`config.mk`:
```
export PLATFORM = sky130hd
export DESIGN_NAME = aritmetik_mantik_birimi
export DESIGN_NICKNAME = d
export VERILOG_FILES = /design/src/rtl/aritmetik_mantik_birimi.sv
export SDC_FILE = /design/constraint.sdc
export NUM_CORES = 1
export LEC_CHECK = 0
export CAP_MARGIN = 15
export CELL_PAD_IN_SITES_DETAIL_PLACEMENT = 0
export CELL_PAD_IN_SITES_GLOBAL_PLACEMENT = 2
export CORE_AREA = 8 8 235 124
export CTS_CLUSTER_SIZE = 14
export DETAILED_ROUTE_END_ITERATION = 7
export DIE_AREA = 0 0 243 132
export DONT_BUFFER_PORTS = 1
export PLACE_DENSITY = 0.81
export SLEW_MARGIN = 30
export SYNTH_ARGS = -nofsm -noshare
export SYNTH_HDL_FRONTEND = slang
export SYNTH_SLANG_ARGS = --single-unit
```
`constraint.sdc`:
```
create_clock -name clk_i -period 12.6 [get_ports clk_i]
set_input_delay 3.15 -clock clk_i [delete_from_list [all_inputs] [get_ports clk_i]]
set_output_delay 3.15 -clock clk_i [all_outputs]
set_load 0.1 [all_outputs]
```
`src/rtl/aritmetik_mantik_birimi.sv`:
```
`default_nettype none
// ============================================================================
// Module  : aritmetik_mantik_birimi
// Brief   : 32-bit RV32I execute-stage ALU. Add/sub, bitwise logic, shifts,
//           set-less-than (signed/unsigned) and operand-2 pass-through.
//           A combinational result and zero flag serve forwarding/branch
//           logic; a registered copy with valid and zero flags feeds the
//           writeback pipeline register.
// Revision: 1.0 - initial release
// ============================================================================
module aritmetik_mantik_birimi #(
    parameter int VERI_GENISLIGI = 32
) (
    input  logic                      clk_i,
    input  logic                      rst_ni,
    input  logic [3:0]                kontrol_i,
    input  logic [VERI_GENISLIGI-1:0] deger1_i,
    input  logic [VERI_GENISLIGI-1:0] deger2_i,
    input  logic                      gecerli_i,
    output logic [VERI_GENISLIGI-1:0] sonuc_o,
    output logic                      sifir_o,
    output logic [VERI_GENISLIGI-1:0] sonuc_kayit_o,
    output logic                      sifir_kayit_o,
    output logic                      gecerli_o
);

    // Shift amount is always the low five bits of operand 2 (RV32I).
    localparam int KAYDIRMA_GENISLIGI = 5;
    localparam int KADEME_SAYISI      = KAYDIRMA_GENISLIGI;

    // Operation encodings shared with the decoder.
    localparam logic [3:0] AMB_TOPLAMA = 4'd0;
    localparam logic [3:0] AMB_CIKARMA = 4'd1;
    localparam logic [3:0] AMB_XOR     = 4'd2;
    localparam logic [3:0] AMB_OR      = 4'd3;
    localparam logic [3:0] AMB_AND     = 4'd4;
    localparam logic [3:0] AMB_SLL     = 4'd5;
    localparam logic [3:0] AMB_SRL     = 4'd6;
    localparam logic [3:0] AMB_SRA     = 4'd7;
    localparam logic [3:0] AMB_SLT     = 4'd8;
    localparam logic [3:0] AMB_SLTU    = 4'd9;
    localparam logic [3:0] AMB_GECIR   = 4'd10;

    // ------------------------------------------------------------------
    // Shared adder / subtractor. Subtraction and both compares use
    // d1 + ~d2 + 1, so a single carry chain serves all four operations.
    // ------------------------------------------------------------------
    logic                      w_cikarma_modu;
    logic [VERI_GENISLIGI-1:0] w_ikinci_islenen;
    logic [VERI_GENISLIGI:0]   w_toplam_genis;
    logic [VERI_GENISLIGI-1:0] w_toplam;
    logic                      w_elde;
    logic                      w_kucuk_isaretli;
    logic                      w_kucuk_isaretsiz;

    assign w_cikarma_modu   = (kontrol_i == AMB_CIKARMA) ||
                              (kontrol_i == AMB_SLT)     ||
                              (kontrol_i == AMB_SLTU);
    assign w_ikinci_islenen = w_cikarma_modu ? ~deger2_i : deger2_i;
    assign w_toplam_genis   = {1'b0, deger1_i}
                            + {1'b0, w_ikinci_islenen}
                            + {{VERI_GENISLIGI{1'b0}}, w_cikarma_modu};
    assign w_toplam         = w_toplam_genis[VERI_GENISLIGI-1:0];
    assign w_elde           = w_toplam_genis[VERI_GENISLIGI];

    // Unsigned less-than: no carry out of d1 + ~d2 + 1 means d1 < d2.
    assign w_kucuk_isaretsiz = ~w_elde;

    // Signed less-than: when signs differ the negative operand is smaller;
    // when they match the difference cannot overflow and its sign decides.
    assign w_kucuk_isaretli =
        (deger1_i[VERI_GENISLIGI-1] != deger2_i[VERI_GENISLIGI-1])
            ? deger1_i[VERI_GENISLIGI-1]
            : w_toplam[VERI_GENISLIGI-1];

    // ------------------------------------------------------------------
    // Barrel shifter. Only a right shifter is built; left shifts reverse
    // the operand on the way in and the result on the way out.
    // ------------------------------------------------------------------
    logic [KAYDIRMA_GENISLIGI-1:0]                  w_miktar;
    logic                                           w_sola;
    logic                                           w_dolgu;
    logic [VERI_GENISLIGI-1:0]                      w_ters_giris;
    logic [VERI_GENISLIGI-1:0]                      w_ters_cikis;
    logic [KADEME_SAYISI:0][VERI_GENISLIGI-1:0]     w_kademe;

    assign w_miktar = deger2_i[KAYDIRMA_GENISLIGI-1:0];
    assign w_sola   = (kontrol_i == AMB_SLL);
    // Sign fill only for arithmetic right shift; everything else zero-fills.
    assign w_dolgu  = (kontrol_i == AMB_SRA) && deger1_i[VERI_GENISLIGI-1];

    for (genvar i = 0; i < VERI_GENISLIGI; i++) begin : g_giris_ters
        assign w_ters_giris[i] = deger1_i[VERI_GENISLIGI-1-i];
    end

    assign w_kademe[0] = w_sola ? w_ters_giris : deger1_i;

    // Stage k shifts right by 2^k when bit k of the amount is set.
    for (genvar k = 0; k < KADEME_SAYISI; k++) begin : g_kademe
        localparam int ADIM = 1 << k;
        assign w_kademe[k+1] = w_miktar[k]
            ? {{ADIM{w_dolgu}}, w_kademe[k][VERI_GENISLIGI-1:ADIM]}
            : w_kademe[k];
    end

    for (genvar i = 0; i < VERI_GENISLIGI; i++) begin : g_cikis_ters
        assign w_ters_cikis[i] = w_kademe[KADEME_SAYISI][VERI_GENISLIGI-1-i];
    end

    // ------------------------------------------------------------------
    // Result select and zero flag (pure function of kontrol/operands).
    // ------------------------------------------------------------------
    logic [VERI_GENISLIGI-1:0] w_sonuc;
    logic                      w_sifir;

    // Pick the operation result; unused codes return zero.
    always_comb begin
        w_sonuc = '0;
        case (kontrol_i)
            AMB_TOPLAMA,
            AMB_CIKARMA: w_sonuc = w_toplam;
            AMB_XOR:     w_sonuc = deger1_i ^ deger2_i;
            AMB_OR:      w_sonuc = deger1_i | deger2_i;
            AMB_AND:     w_sonuc = deger1_i & deger2_i;
            AMB_SLL:     w_sonuc = w_ters_cikis;
            AMB_SRL,
            AMB_SRA:     w_sonuc = w_kademe[KADEME_SAYISI];
            AMB_SLT:     w_sonuc = {{(VERI_GENISLIGI-1){1'b0}}, w_kucuk_isaretli};
            AMB_SLTU:    w_sonuc = {{(VERI_GENISLIGI-1){1'b0}}, w_kucuk_isaretsiz};
            AMB_GECIR:   w_sonuc = deger2_i;
            default:     w_sonuc = '0;
        endcase
    end

    assign w_sifir = ~|w_sonuc;
    assign sonuc_o = w_sonuc;
    assign sifir_o = w_sifir;

    // ------------------------------------------------------------------
    // Writeback copy: capture on valid, hold otherwise.
    // ------------------------------------------------------------------
    logic [VERI_GENISLIGI-1:0] sonuc_kayit_q, sonuc_kayit_d;
    logic                      sifir_kayit_q, sifir_kayit_d;
    logic                      gecerli_q,     gecerli_d;

    // Next-state: new result only when the incoming operation is valid.
    always_comb begin
        sonuc_kayit_d = sonuc_kayit_q;
        sifir_kayit_d = sifir_kayit_q;
        gecerli_d     = gecerli_i;
        if (gecerli_i) begin
            sonuc_kayit_d = w_sonuc;
            sifir_kayit_d = w_sifir;
        end
    end

    // Pipeline register; reset clears it at once, dropping any in-flight result.
    always_ff @(posedge clk_i or negedge rst_ni) begin
        if (!rst_ni) begin
            sonuc_kayit_q <= '0;
            sifir_kayit_q <= 1'b0;
            gecerli_q     <= 1'b0;
        end else begin
            sonuc_kayit_q <= sonuc_kayit_d;
            sifir_kayit_q <= sifir_kayit_d;
            gecerli_q     <= gecerli_d;
        end
    end

    assign sonuc_kayit_o = sonuc_kayit_q;
    assign sifir_kayit_o = sifir_kayit_q;
    assign gecerli_o     = gecerli_q;

endmodule
`default_nettype wire

```
; ---- Word level (Yosys, flattened, before mapping)
; Index checks and enable logic that the tools add are counted.
[word_totals]
ff_bits = 34
in_bits = 71
out_inout_bits = 67
wordCells = 38
[classes]
addsub = 2
n_eq_ne = 11
n_mux = 9
bitwise = 5
n_reduce_logical = 8
[ops]
columns = op, count
row1 = case mux 32 bit (9 select lines), 1
row2 = 2-to-1 mux 32 bit, 7
row3 = adder 32 x 32 -> 33 bit, 1
row4 = adder 33 x 1 -> 33 bit, 1
row5 = AND 32 bit, 1
row6 = NOT 32 bit, 1
row7 = OR 32 bit, 1
row8 = OR reduction 32 bit, 1
row9 = bitwise XOR 32 bit, 1
row10 = == test 4 x 3 -> 1 bit (second input constant), 4
row11 = == test 4 bit (second input constant), 3
row12 = == test 4 x 2 -> 1 bit (second input constant), 2
row13 = == test 4 x 1 -> 1 bit (second input constant), 1
row14 = zero test 4 bit, 1
row15 = OR reduction 2 bit, 2
row16 = logical OR 1 bit, 2
row17 = logical AND 1 bit, 1
row18 = zero test 1 bit, 1
row19 = 2-to-1 mux 1 bit, 1
row20 = != test 1 bit, 1
row21 = NOT 1 bit, 1

; ---- Longest topological paths before layout
[logic_depth]
ltp_word = 10
ltp_mapped = 19
mapped_depth_nobuf = 15

; ---- Least setup slack after synthesis
; OpenSTA, ideal clock, no wires.
[synth_path]
path_kind = input -> output
from = input port kontrol_i[0]
to = output port sifir_o
arrival_time_ns = 9.764
required_ns = 9.450
path_slack_ns = -0.314
path_stages = 18
path_buffers = 5
cell_sequence = buf_2 -> buf_1 -> clkbuf_1 -> o21ai_1 -> clkbuf_1 -> xnor2_1 -> ha_1 -> clkbuf_1 -> nand4_1 -> or4_1 -> a21o_1 -> nand4_1 -> nand2_1 -> xor2_1 -> o21ai_0 -> or4_1 -> or4_1 -> nor2_1
[synth_via]
elab_chain_len = 10
elab_cells_between_ends = 30
cone_classes = 2 x add/sub / 10 x eq/ne / 9 x mux / 1 x bitwise / 8 x reduce/logical
[synth_lines]
columns = item, line
row1 = start: declaration, 16  ; input logic [3:0] kontrol_i,
row2 = branches (longest 7 deep; another with adder 32 x 32 -> 33 bit), --
row3 = case mux 32 bit (9 select lines) (*), 119  ; case (kontrol_i)
row4 = via sonuc_o[22], 20  ; output logic [VERI_GENISLIGI-1:0] sonuc_o,
row5 = OR reduction 32 bit (*), 135  ; assign w_sifir = ~|w_sonuc;
row6 = zero test 1 bit (*), 135
row7 = end: declaration, 21  ; output logic sifir_o,
; Mark *: on every way through the listed nets, which the timed path passes.

; ---- Final worst setup path
[layout_path]
from = input port kontrol_i[2]
to = output port sifir_o
[layout_via]
elab_chain_len = 10
elab_cells_between_ends = 30
cone_classes = 2 x add/sub / 10 x eq/ne / 9 x mux / 1 x bitwise / 8 x reduce/logical
[layout_lines]
columns = item, line
row1 = "== test 4 x 1 -> 1 bit, or another cell as far along", "56, 119"
row2 = "logical OR 1 bit, or another cell as far along", 56  ; assign w_cikarma_modu = (kontrol_i == AMB_CIKARMA) ||
row3 = logical OR 1 bit / 2-to-1 mux 32 bit (equally long branches), "57, 102"
row4 = "2-to-1 mux 32 bit, on equally long branches", "59, 102"
row5 = adder 32 x 32 -> 33 bit / 2-to-1 mux 32 bit (equally long branches), "61, 102"
row6 = adder 33 x 1 -> 33 bit / 2-to-1 mux 32 bit (equally long branches), "62, 102"
row7 = "2-to-1 mux 1 bit, or another cell as far along", 73  ; ? deger1_i[VERI_GENISLIGI-1]
row8 = case mux 32 bit (9 select lines) (*), 119
row9 = OR reduction 32 bit (*), 135
row10 = zero test 1 bit (*), 135
; Mark *: on every way between the ends. The rest lies on a longest branch, timed or not.

==> flow_summary.toml <==
[yosys]
synthTopCellsByArea = "ha_1 (12%), dfrtp_1 (8.8%), mux2i_1 (7.4%), mux2_2 (4.8%), nor2_1 (4.5%)"
syn_area_per_cell_sq_um = 7.27
netlist_area_sq_um = 9680
ys_seq_elements = 34
yosys.area.top_type = "ha_1"
syn_inst = 1331
async_flop_share_pct = 100
synth_fp_nets = 1499
synth_ff_type = "dfrtp_1"
synth.distinct_cells = 85
ys_warn_count = 0
synth_edf_count = 0
yosysSeqAreaShare_pct = 8.79
synth_top_area_share_pct = 12.4

[placed_design]
pre_cts_ws_ps = 989
io_buffers = 0
hpwl_mm = 45.6
gp_congestion = 1.08

[clock_tree]
ctsRootBufferMaster = "clkbuf_16"
clk_pin_slew_ps = 60
cts_max_path_buffers = 2
holdBufCountCts = 0
htreeDepth = 2
cts_tree = "yes"
clk_latency_ps = 270
cts_resized = 0
numCtsBuffers = 5
post_cts_buffers = 0
cts_sinks = 34

[floorplanning]
start_util_pct = 37.4
die_w_um = 243
die_y_um = 132
die-area_sq_um = 32100
core-area_sq_um = 25900
ios = 138
row_count = 42

[setup_path]
required_ps = 9450
end_kind = "output port"
worstSetupStartpointType = "primary input"
crit_path_max_fanout = 20
path_class = "primary input to output port"
cp.arrival_ps = 8610

[global_route]
grt_usage_pct = 33.2
antenna_found_initial = 1
first_global_vias = 10265
grt_pass1_wl_mm = 79.7
overflow = 0
grt_max_degree = 77

[timing]
skew_ps = 0
finalSetupViolCount = 0
fmax_ghz = 0.0851
finalSetupTns_ps = 0
maxSlewHeadroom_pct = 26.9
rsz0062_at_grt = "false"
fin_crit_sh_pct = 93.3
period_needed_ps = 11760
hold_viol_final = 0
finalWorstSetupSlack_ps = 843
holdWs_ps = 1030
worstMarginPinSlew_ps = 1100
finalMaxSlewViolations = 0

[detailed_routing]
drt_iter0_markers = 1872
wire_per_inst_um = 34.5
vias_per_cell = 7.03
drt-total-wl_mm = 56.3
drt_first_pass_iters = 7
drc = 0
drtAntennaViolNets = 0
via_count = 11478

[layout]
layout-drive-gt1-share_pct = 10.4
final_nets = 1447
antennaDiodeCount = 0
area.growth.synth_to_final_pct = 6.55
final_cell_mix = "nor2_1 (114), nand2_1 (107), ha_1 (96)"
fin_util_pct = 39.9
fill_cells = 2726
final_common_cell = "nor2_1"

[power_and_ir_drop]
powerDensity_nw_per_um2 = 94.9
max-vdd-ir-drop_v = 0.0000637
leakage_nw = 4.38

[worst_hold_path]
hold_path.class = "flip-flop to flip-flop"

[run_status]
status = "complete, no violations"

[flow_run]
maxCapViolations = 0
worst max-delay path, stage by stage:
cell and delay [ps]:
nor2_1 460, o21ai_4 330, buf_4 340, xnor2_1 230, inv_1 80, fa_1 410
nor2b_1 180, o21ai_1 140, a211oi_1 360, o31ai_1 170, and4_1 240, nor4_1 820
nand4_1 160, or4_1 500, or4_1 580, nor2_2 130, buf_4 290
layer usage:
layer / track usage, % / share of wire, % / vias up
met5: 0 / 0.023 / -
met4: 4.08 / 1.4 / 2
met3: 19.3 / 19 / 63
met2: 39.9 / 34 / 913
met1: 49.5 / 46 / 5600
li1: - / - / 4900
synthesized netlist by cell type, types with 7 or more instances:
cell and count:
nand3_1 40, a22oi_1 23, a31oi_1 21, o22ai_1 17, mux2i_1 72, nand2b_1 15, nand3b_1 8, clkbuf_1 72
nor2b_1 16, a32oi_1 9, nor2_1 115, nor3_1 28, nand2_1 107, mux2_2 41, and2_1 11, o32ai_1 8
inv_1 84, a21o_1 19, mux4_2 11, or3_1 14, o21a_1 11, a221oi_1 11, o21ai_0 67, dfrtp_1 34
a2111oi_0 7, ha_1 96, buf_2 16, a22o_1 7, a211oi_1 17, nand4_1 26, and3_1 8, nor4_1 14
a21oi_1 84, o221ai_1 7, o211ai_1 21, xnor2_1 40
final timing paths:
path / start / endpoint / slack [ps] / cells past startpoint
max: kontrol_i[2] / sifir_o / 840 / 17
min: sonuc_kayit_o[25] / sonuc_kayit_o[25] / 1030 / 2
max reg2reg: sonuc_kayit_o[26] / sonuc_kayit_o[26] / 11270 / 1
min reg2reg: sonuc_kayit_o[25] / sonuc_kayit_o[25] / 1030 / 2
max in group asynchronous: rst_ni / sifir_kayit_o / 9950 / 0
min in group asynchronous: rst_ni / sonuc_kayit_o[27] / 2570 / 0
state kept, by name, summed over array words and instances (netlist names):
| register | flops |
|---|---|
| gecerli_o | 1 |
| sonuc_kayit_o | 32 |
| sifir_kayit_o | 1 |
through the flow:
step                      total power, mW  area [sq um]  std cells
after floorplan                     0.672          9680       1331
final                               0.979         10300       1632
after detailed placement            0.832         10200       1624
after global placement              0.833         10100       1623
after CTS                           0.957         10300       1632
after global routing                 1.01         10300       1632
area by class of cell:
| cell class | instances | area, sq um | share of cell area (%) |
|---|---|---|---|
| multi-input combinational | 1114 | 8200 | 79.5 |
| tap | 352 | 440 | 4.27 |
| inverter | 86 | 323 | 3.13 |
| timing repair buffer | 38 | 355 | 3.45 |
| clock inverter | 1 | 5.00 | 0.0485 |
| clock buffer | 7 | 143 | 1.38 |
| sequential | 34 | 851 | 8.25 |
cells by family (layout without fill, tap and decap cells):
| group | count (synthesis) | count (layout) | synth area share, % |
|---|---|---|---|
| mux | 126 | 126 | 15.0 |
| fa+ha+maj | 97 | 97 | 12.6 |
| simple gates | 440 | 440 | 22.8 |
| xor+xnor | 45 | 45 | 4.07 |
| buf+inv | 183 | 132 | 7.70 |
| flops | 34 | 34 | 8.79 |
| compound gates | 406 | 406 | 29.0 |
power by group:
group / internal, mW / total (mW) / switching, mW
Combinational: 0.174 / 0.594 / 0.420
Sequential: 0.123 / 0.263 / 0.140
Clock: 0.0783 / 0.122 / 0.0440
Power figures use the tool's default switching activity.
